File: src/rtl/bfp_block_norm.sv
// bfp_block_norm -- block-floating-point normaliser.
//
// Collects a block of N signed samples and tracks the smallest headroom
// (redundant sign bits) among the non-zero samples. It then streams the block
// back out, with every sample left-shifted by that one shared exponent. Fill
// and drain never overlap because the design has a single buffer.
//
// Ports
//   clk        rising-edge clock
//   rst        synchronous reset, active-high; discards any partial block
//   in_valid   input sample valid
//   in_ready   high while filling (FILL state)
//   in_data    signed W-bit input sample
//   out_valid  registered output valid
//   out_ready  downstream accepts the current output
//   out_data   buffered sample << out_exp
//   out_last   marks the N-th sample of the block
//   out_exp    shared shift for the block being drained
//   busy       high while draining (DRAIN state)
module bfp_block_norm #(
    parameter int W  = 24,
    parameter int N  = 16,
    parameter int EW = $clog2(W)
) (
    input  logic          clk,
    input  logic          rst,
    input  logic          in_valid,
    output logic          in_ready,
    input  logic [W-1:0]  in_data,
    output logic          out_valid,
    input  logic          out_ready,
    output logic [W-1:0]  out_data,
    output logic          out_last,
    output logic [EW-1:0] out_exp,
    output logic          busy
);

    localparam int CW = $clog2(N);
    localparam logic [EW-1:0] H_INIT   = EW'(W - 1);
    localparam logic [CW-1:0] LAST_IDX = CW'(N - 1);

    typedef enum logic {FILL, DRAIN} state_e;

    // Headroom: the run length of bits below the MSB, starting at bit W-2,
    // that match the sign bit.
    function automatic logic [EW-1:0] headroom(input logic [W-1:0] x);
        logic [EW-1:0] h;
        logic          run;
        h   = '0;
        run = 1'b1;
        for (int i = W - 2; i >= 0; i--) begin
            if (run && (x[i] == x[W-1])) h = h + EW'(1);
            else                         run = 1'b0;
        end
        return h;
    endfunction

    state_e        state_q, state_d;
    logic [CW-1:0] cnt_q, cnt_d;       // write index in FILL, load index in DRAIN
    logic [EW-1:0] min_h_q, min_h_d;
    logic          any_nz_q, any_nz_d;
    logic [EW-1:0] exp_q, exp_d;
    logic          out_valid_q, out_valid_d;
    logic [W-1:0]  out_data_q, out_data_d;
    logic          out_last_q, out_last_d;
    logic [EW-1:0] out_exp_q, out_exp_d;
    logic [W-1:0]  mem_q [N];

    logic          accept;
    logic          in_nz;
    logic [EW-1:0] in_h;

    assign accept = (state_q == FILL) && in_valid;
    assign in_nz  = |in_data;
    assign in_h   = headroom(in_data);

    always_comb begin
        // NOTE: every _d gets its hold value first, so a path that does not
        // assign a signal cannot infer a latch.
        state_d     = state_q;
        cnt_d       = cnt_q;
        min_h_d     = min_h_q;
        any_nz_d    = any_nz_q;
        exp_d       = exp_q;
        out_valid_d = out_valid_q;
        out_data_d  = out_data_q;
        out_last_d  = out_last_q;
        out_exp_d   = out_exp_q;

        case (state_q)
            FILL: begin
                if (accept) begin
                    cnt_d = cnt_q + CW'(1);
                    // A zero sample has no meaningful headroom, so it is skipped.
                    if (in_nz && (in_h < min_h_q)) min_h_d = in_h;
                    any_nz_d = any_nz_q | in_nz;
                    if (cnt_q == LAST_IDX) begin
                        exp_d   = any_nz_d ? min_h_d : '0;
                        state_d = DRAIN;
                    end
                end
            end
            DRAIN: begin
                // The output register is either empty or being consumed.
                if (!out_valid_q || out_ready) begin
                    if (out_valid_q && out_last_q) begin
                        out_valid_d = 1'b0;
                        out_last_d  = 1'b0;
                        min_h_d     = H_INIT;
                        any_nz_d    = 1'b0;
                        cnt_d       = '0;
                        state_d     = FILL;
                    end else begin
                        out_valid_d = 1'b1;
                        out_data_d  = mem_q[cnt_q] << exp_q;
                        out_last_d  = (cnt_q == LAST_IDX);
                        out_exp_d   = exp_q;
                        cnt_d       = cnt_q + CW'(1);
                    end
                end
            end
            default: state_d = FILL;
        endcase
    end

    // NOTE: sequential state uses non-blocking assignments only, so every
    // flop samples its _d from the same pre-edge values.
    always_ff @(posedge clk) begin
        if (rst) begin
            state_q     <= FILL;
            cnt_q       <= '0;
            min_h_q     <= H_INIT;
            any_nz_q    <= 1'b0;
            exp_q       <= '0;
            out_valid_q <= 1'b0;
            out_data_q  <= '0;
            out_last_q  <= 1'b0;
            out_exp_q   <= '0;
        end else begin
            state_q     <= state_d;
            cnt_q       <= cnt_d;
            min_h_q     <= min_h_d;
            any_nz_q    <= any_nz_d;
            exp_q       <= exp_d;
            out_valid_q <= out_valid_d;
            out_data_q  <= out_data_d;
            out_last_q  <= out_last_d;
            out_exp_q   <= out_exp_d;
        end
    end

    // NOTE: the sample buffer has no reset. Each entry is written before it
    // is read, and leaving out the reset lets the buffer map onto RAM.
    always_ff @(posedge clk) begin
        if (accept) mem_q[cnt_q] <= in_data;
    end

    assign in_ready  = (state_q == FILL);
    assign busy      = (state_q == DRAIN);
    assign out_valid = out_valid_q;
    assign out_data  = out_data_q;
    assign out_last  = out_last_q;
    assign out_exp   = out_exp_q;

endmodule

File: config.mk
export PLATFORM = sky130hd
export DESIGN_NAME = bfp_block_norm
export DESIGN_NICKNAME = d
export VERILOG_FILES = /design/src/rtl/bfp_block_norm.sv
export SDC_FILE = /design/constraint.sdc
export NUM_CORES = 1
export LEC_CHECK = 0
export CAP_MARGIN = 20
export CORE_ASPECT_RATIO = 0.8
export CORE_UTILIZATION = 60
export DETAILED_ROUTE_END_ITERATION = 8
export HOLD_SLACK_MARGIN = 0.12
export PLACE_DENSITY = 0.82
export REMOVE_ABC_BUFFERS = 1
export SLEW_MARGIN = 15
export SYNTH_ARGS = -nofsm -noshare
export SYNTH_HDL_FRONTEND = slang
export SYNTH_SLANG_ARGS = --single-unit
export TNS_END_PERCENT = 1
File: constraint.sdc
create_clock -name clk -period 36.2 [get_ports clk]
set_clock_uncertainty 0.05 [all_clocks]
set_input_delay 5.43 -clock clk [delete_from_list [all_inputs] [get_ports clk]]
set_output_delay 5.43 -clock clk [all_outputs]
set_load 0.03 [all_outputs]
Word level (Yosys, flattened, before mapping)
Memory sizes are Yosys's and may differ from the RTL's. A register that Yosys moved wholly into a read port is not among the register bits. Index checks and enable logic that the tools add are counted.

Input port bits: 28. Bits in writable memories: 384. Bits in registers: 47. Memories kept: 1. Logic and storage cells: 167.

Memory list: mem_q (depth 16, bits a word 24, rd ports 1, clocked after Yosys merged registers in 1, write ports 1, RTL line 67) `logic [W-1:0] mem_q [N];`.

Bitwise operators: 3. Mux-type cells: 69. Reduce and logical (&&, ||, !) cells: 33. Order comparisons: 1. Eq/ne operators: 27. Shift operators: 1. $add $sub $neg: 23.

Operators with widths (count): $mux 5 (26); $add 5x1->5 const B (21); $mux 1 (33); $logic_and 1x1->1 (25); $reduce_or 24->1 (1); $shl 24x5->24 (1); $eq 1x1->1 (23); $mux 4 (5); $pmux 5 s2 (1); $reduce_and 3->1 (3); $pmux 4 s2 (1); $ne 2x1->1 const B (3); $lt 5x5->1 (1); $add 4x1->4 const B (1); $eq 4x4->1 const B (1); $pmux 1 s2 (2); $reduce_and 2->1 (2); $add 1x1->2 const B (1); $mux 2 (1); $not 1->1 (2); $logic_not 1->1 (1); $logic_or 1x1->1 (1); $or 1x1->1 (1).

Depth between registers and ports, before layout
Depth in word-level cells: 51. Mapped depth: 74. Depth with buffers taken out: 67.

Worst setup path before layout
No wires, ideal clock.

Path kind: input -> register. Start point: input in_data[23]. End point: register exp_q[3]. Path buffers: 8. Cell stages on the path: 67. Arrival: 18371 ps. Data required time: 36022 ps. Slack: 17651 ps. Path through: buf_6 > buf_4 > buf_4 > clkbuf_1 > clkbuf_1 > clkbuf_1 > buf_1 > clkbuf_1 > nor2_1 > a211oi_1 > ha_1 > a21oi_1 > nor3_1 > ha_1 > and2_1 > nand2b_1 > ha_1 > o21ai_0 > [31 not listed] > a21oi_1 > a21oi_1 > o21ai_0 > ha_1 > mux2_2 > a221o_1 > ha_1 > or4_1 > a21oi_1 > xnor2_1 > mux2i_1 > xnor3_1 > ha_1 > nand4_1 > o21ai_1 > mux2_2 > a22oi_1 > nor2_1.

Word-level cells in the longest chain between the ends: 50.

Ends and longest elaborated chain: start: declaration (RTL line 29) `input logic [W-1:0] in_data,`; $eq 1x1->1 (RTL line 52) `if (run && (x[i] == x[W-1])) h = h + EW'(1);`; $mux 1 (RTL line 52); $add 1x1->2 or $logic_and 1x1->1 (tied branches) (RTL line 52); $mux 2 or $mux 1 (tied branches) (RTL line 52); $add 5x1->5 or $logic_and 1x1->1 (tied branches) (RTL line 52); $mux 5 or $mux 1 (tied branches) (RTL line 52); $add 5x1->5 or $logic_and 1x1->1 (tied branches) (RTL line 52); $mux 5 or $mux 1 (tied branches) (RTL line 52); [34 not listed]; $add 5x1->5 or $logic_and 1x1->1 (tied branches) (RTL line 52); $mux 5 or $mux 1 (tied branches) (RTL line 52); $add 5x1->5 or $logic_and 1x1->1 (tied branches) (RTL line 52); $mux 5 (RTL line 52); $lt 5x5->1 (RTL line 95) `if (in_nz && (in_h < min_h_q)) min_h_d = in_h;`; $logic_and 1x1->1 (RTL line 95); $mux 5 (RTL line 95); $mux 5 * (RTL line 98) `exp_d = any_nz_d ? min_h_d : '0;`; end signal: assignment (RTL line 144) `exp_q <= exp_d;`; end: declaration (RTL line 62) `logic [EW-1:0] exp_q, exp_d;`.

Every way passes the cells marked *; elsewhere a longest branch is shown, timed or not. A chain may end at the register's enable or synchronous reset.

Worst setup path after layout
Start point: input in_data[22]. End point: register exp_q[3].

Same word-level chain as after synthesis.

==> qor.txt <==
Iter 0 DRT Violations = 1,765
Cell with the largest stage delay on the worst path = clkdlybuf4s50_1
Ys Warns = 0
Grt met2 use = 49.3%
Most frequent cells in the layout = edfxtp_1, mux4_2, nor2_1
CP startpoint kind = input port
Max-capacitance violation count = 0
Largest net degree at the start of global routing = 71
Status = complete, no violations
TritonCTS clock tree = yes
Post-Syn Area = 20,700 sq um
Async S/R FF share, synth = 0%
Global routing's busiest layer = met2
Unrepaired setup endpoints after global routing = no
Final net count = 1,531
Net Switching = 0.254 mW
FF+latch count, synth = 435
Switching share of power = 23.4%
Die X = 210 microns
Critical Path AT = 19,340 ps
Routed WL = 52,700 microns
Critical Path Most Common Cell = ha_1
Post-layout util = 68.4%
Met3 global-route usage = 4.59%
Vias per cell = 6.79
CP Data Required Time = 36,570 ps
Total grt overflow = 0
Max VDD drop = 0.0331 mV
Clock share of power = 38.3%
Commonest non-fill, non-tap cell in the layout = edfxtp_1
Slew headroom = 25.3%
Yosys cell types = 89
Placed cell count = 1,860
Worst setup path class = in2reg
Cells on worst reg2reg path = 12
Pre-CTS WS = 16,810 ps
Post-CTS setup buffers = 0
Final period util = 52.4%
PD cells = 47.0 nW/um^2
Grt met1 use = 42.8%
Total CTS buffers = 42
DRC viols = 0
Max Buffers Root-to-Sink = 3
CTS sink cnt = 435
CTS Hold Bufs = 0
DR pass1 iterations = 8
Post-synth EDFFs = 384
Seq pwr share = 51.1%
Clock Pin Slew Worst Setup and Hold Paths = 60 ps
Share of cells above drive strength 1 = 17.9%
Initial Utilization = 61.3%
Gr usage total = 30.3%
Internal = 0.832 mW
Worst-Skew Late Latency = 550 ps
Critical Path End Type = flop
Final Critical Period = 18,970 ps
Max stage delay on crit path = 770 ps
Gate power share = 10.6%
Top_reg_cell synth = edfxtp_1
DRT antenna net count = 0
Die span in y = 168 microns
HP Start = any_nz_q
Via count = 13,200
CTS HTree Levels = 2
Fin. max-slew vios = 0
Avg Inst Size Synth = 14.6 sq um
Port bufs = 60
I/O Pins = 61
Post-CTS Resized = 0
Layout Cells excl Fill = 1,940
Gpl congestion = 0.897
Worst-Margin Slew = 1120 ps
Hold Crit Depth = 2
Final Instance Area = 23,100 sq um
Max Clk Rate = 52.7 MHz
CTS root buf = clkbuf_16
Avg WL per Cell = 27.2 microns
Global-route wire length before repair = 78,300 microns
Seq/Total Area, Yosys = 60.7%
Core region area = 33,800 sq um
Cells after synthesis = 1,416
HPWL Detailed = 30,400 microns
Final hold vios = 0
Hold Crit Endpoint = any_nz_q
R2R setup slack = 31,500 ps
Antenna cells = 0
Final setup vio count = 0
Pleak = 7.56 nW
Min-delay worst type = reg2reg
Synthesis-to-layout area growth = 11.6%
Pwr Total = 1.09 mW
Reg-to-Reg End = out_data[13]
Vias in the first global route = 12,500
Worst hold slack = 434 ps
Die area = 35,200 sq um
Row count = 60
Initial antenna violation count = 0
Setup ws final = 17,230 ps
Largest fanout on the critical path = 17
Sum Neg Setup Slack = 0 ps
DP Area = 21,700 sq um
metal layers:
layer  routed length (microns)  up-vias
li1                          -     5705
met1                     20600     6629
met2                     25800      741
met3                      4900       95
met4                      1310        0
met5                         0        -
cells by family after synthesis:
logic type,count (synthesis),share of synthesized area (%)
XOR/XNOR,46,2.29
AND/OR/NAND/NOR,353,8.32
adder cells (fa/ha/maj),32,1.91
buffers and inverters,118,2.24
flip-flops,435,60.7
multiplexers,181,16.2
AO/OA/AOI/OAI,251,8.42
worst max path at each step:
stage | slack (ps) | from | to
2_1_floorplan | 19330 | in_data[23] | exp_q[0]
3_5_place_dp | 16810 | in_data[22] | exp_q[0]
4_1_cts | 17300 | in_data[22] | exp_q[0]
6_report | 17230 | in_data[22] | exp_q[3]
5_1_grt | 16330 | in_data[22] | exp_q[0]
3_3_place_gp | 17300 | in_data[22] | exp_q[2]
final cells by class:
class                   count  area, sq um
clock buffers              60         1170
multi-input cells         863         7680
clock inverters            17          134
inverters                  37          139
flip-flops and latches    435        12600
repair buffers             94          866
well taps                 434          543
fillers                  2249        10700
flip-flops by register name, indices dropped and copies added (netlist names), named ones only:
name / flops
min_h_q: 5
out_valid: 1
out_data: 24
exp_q: 5
out_last: 1
out_exp: 5
any_nz_q: 1
cnt_q: 4
mem_q: 384
busy: 1
cells in the mapped netlist, drive strengths merged, types with 7 or more instances:
cell / count / area, sq um
a211oi: 10 / 75.1
a21oi: 62 / 318
a221oi: 9 / 103
a22oi: 17 / 128
a31oi: 7 / 43.8
and2: 25 / 156
and3: 9 / 56.3
buf: 26 / 119
clkbuf: 55 / 206
dfxtp: 51 / 1020
edfxtp: 384 / 11500
ha: 30 / 375
inv: 35 / 131
mux2: 27 / 304
mux2i: 34 / 340
mux4: 120 / 2700
nand2: 81 / 307
nand2b: 12 / 75.1
nand3: 23 / 115
nand4: 7 / 50.1
nor2: 117 / 442
nor2b: 9 / 56.3
nor3: 27 / 140
o211ai: 8 / 60.1
o21a: 8 / 60.1
o21ai: 56 / 280
or3: 11 / 68.8
xnor2: 26 / 235
xor2: 16 / 148
power groups by stage:
stage	Combinational [mW]	Clock [mW]	Sequential [mW]
2_1_floorplan	0.0724	0	0.569
3_3_place_gp	0.109	0	0.564
3_5_place_dp	0.112	0	0.565
4_1_cts	0.114	0.419	0.554
5_1_grt	0.124	0.437	0.554
6_report	0.115	0.416	0.554
worst max-delay path: cells and delay by family:
family	cells	cell delay [ps]
AND/OR/NAND/NOR	12	1640
adder cells (fa/ha/maj)	12	4070
AO/OA/AOI/OAI	26	5090
buffers and inverters	2	960
multiplexers	7	1680
XOR/XNOR	2	490
Note: power is estimated with default switching activity, not from simulation.
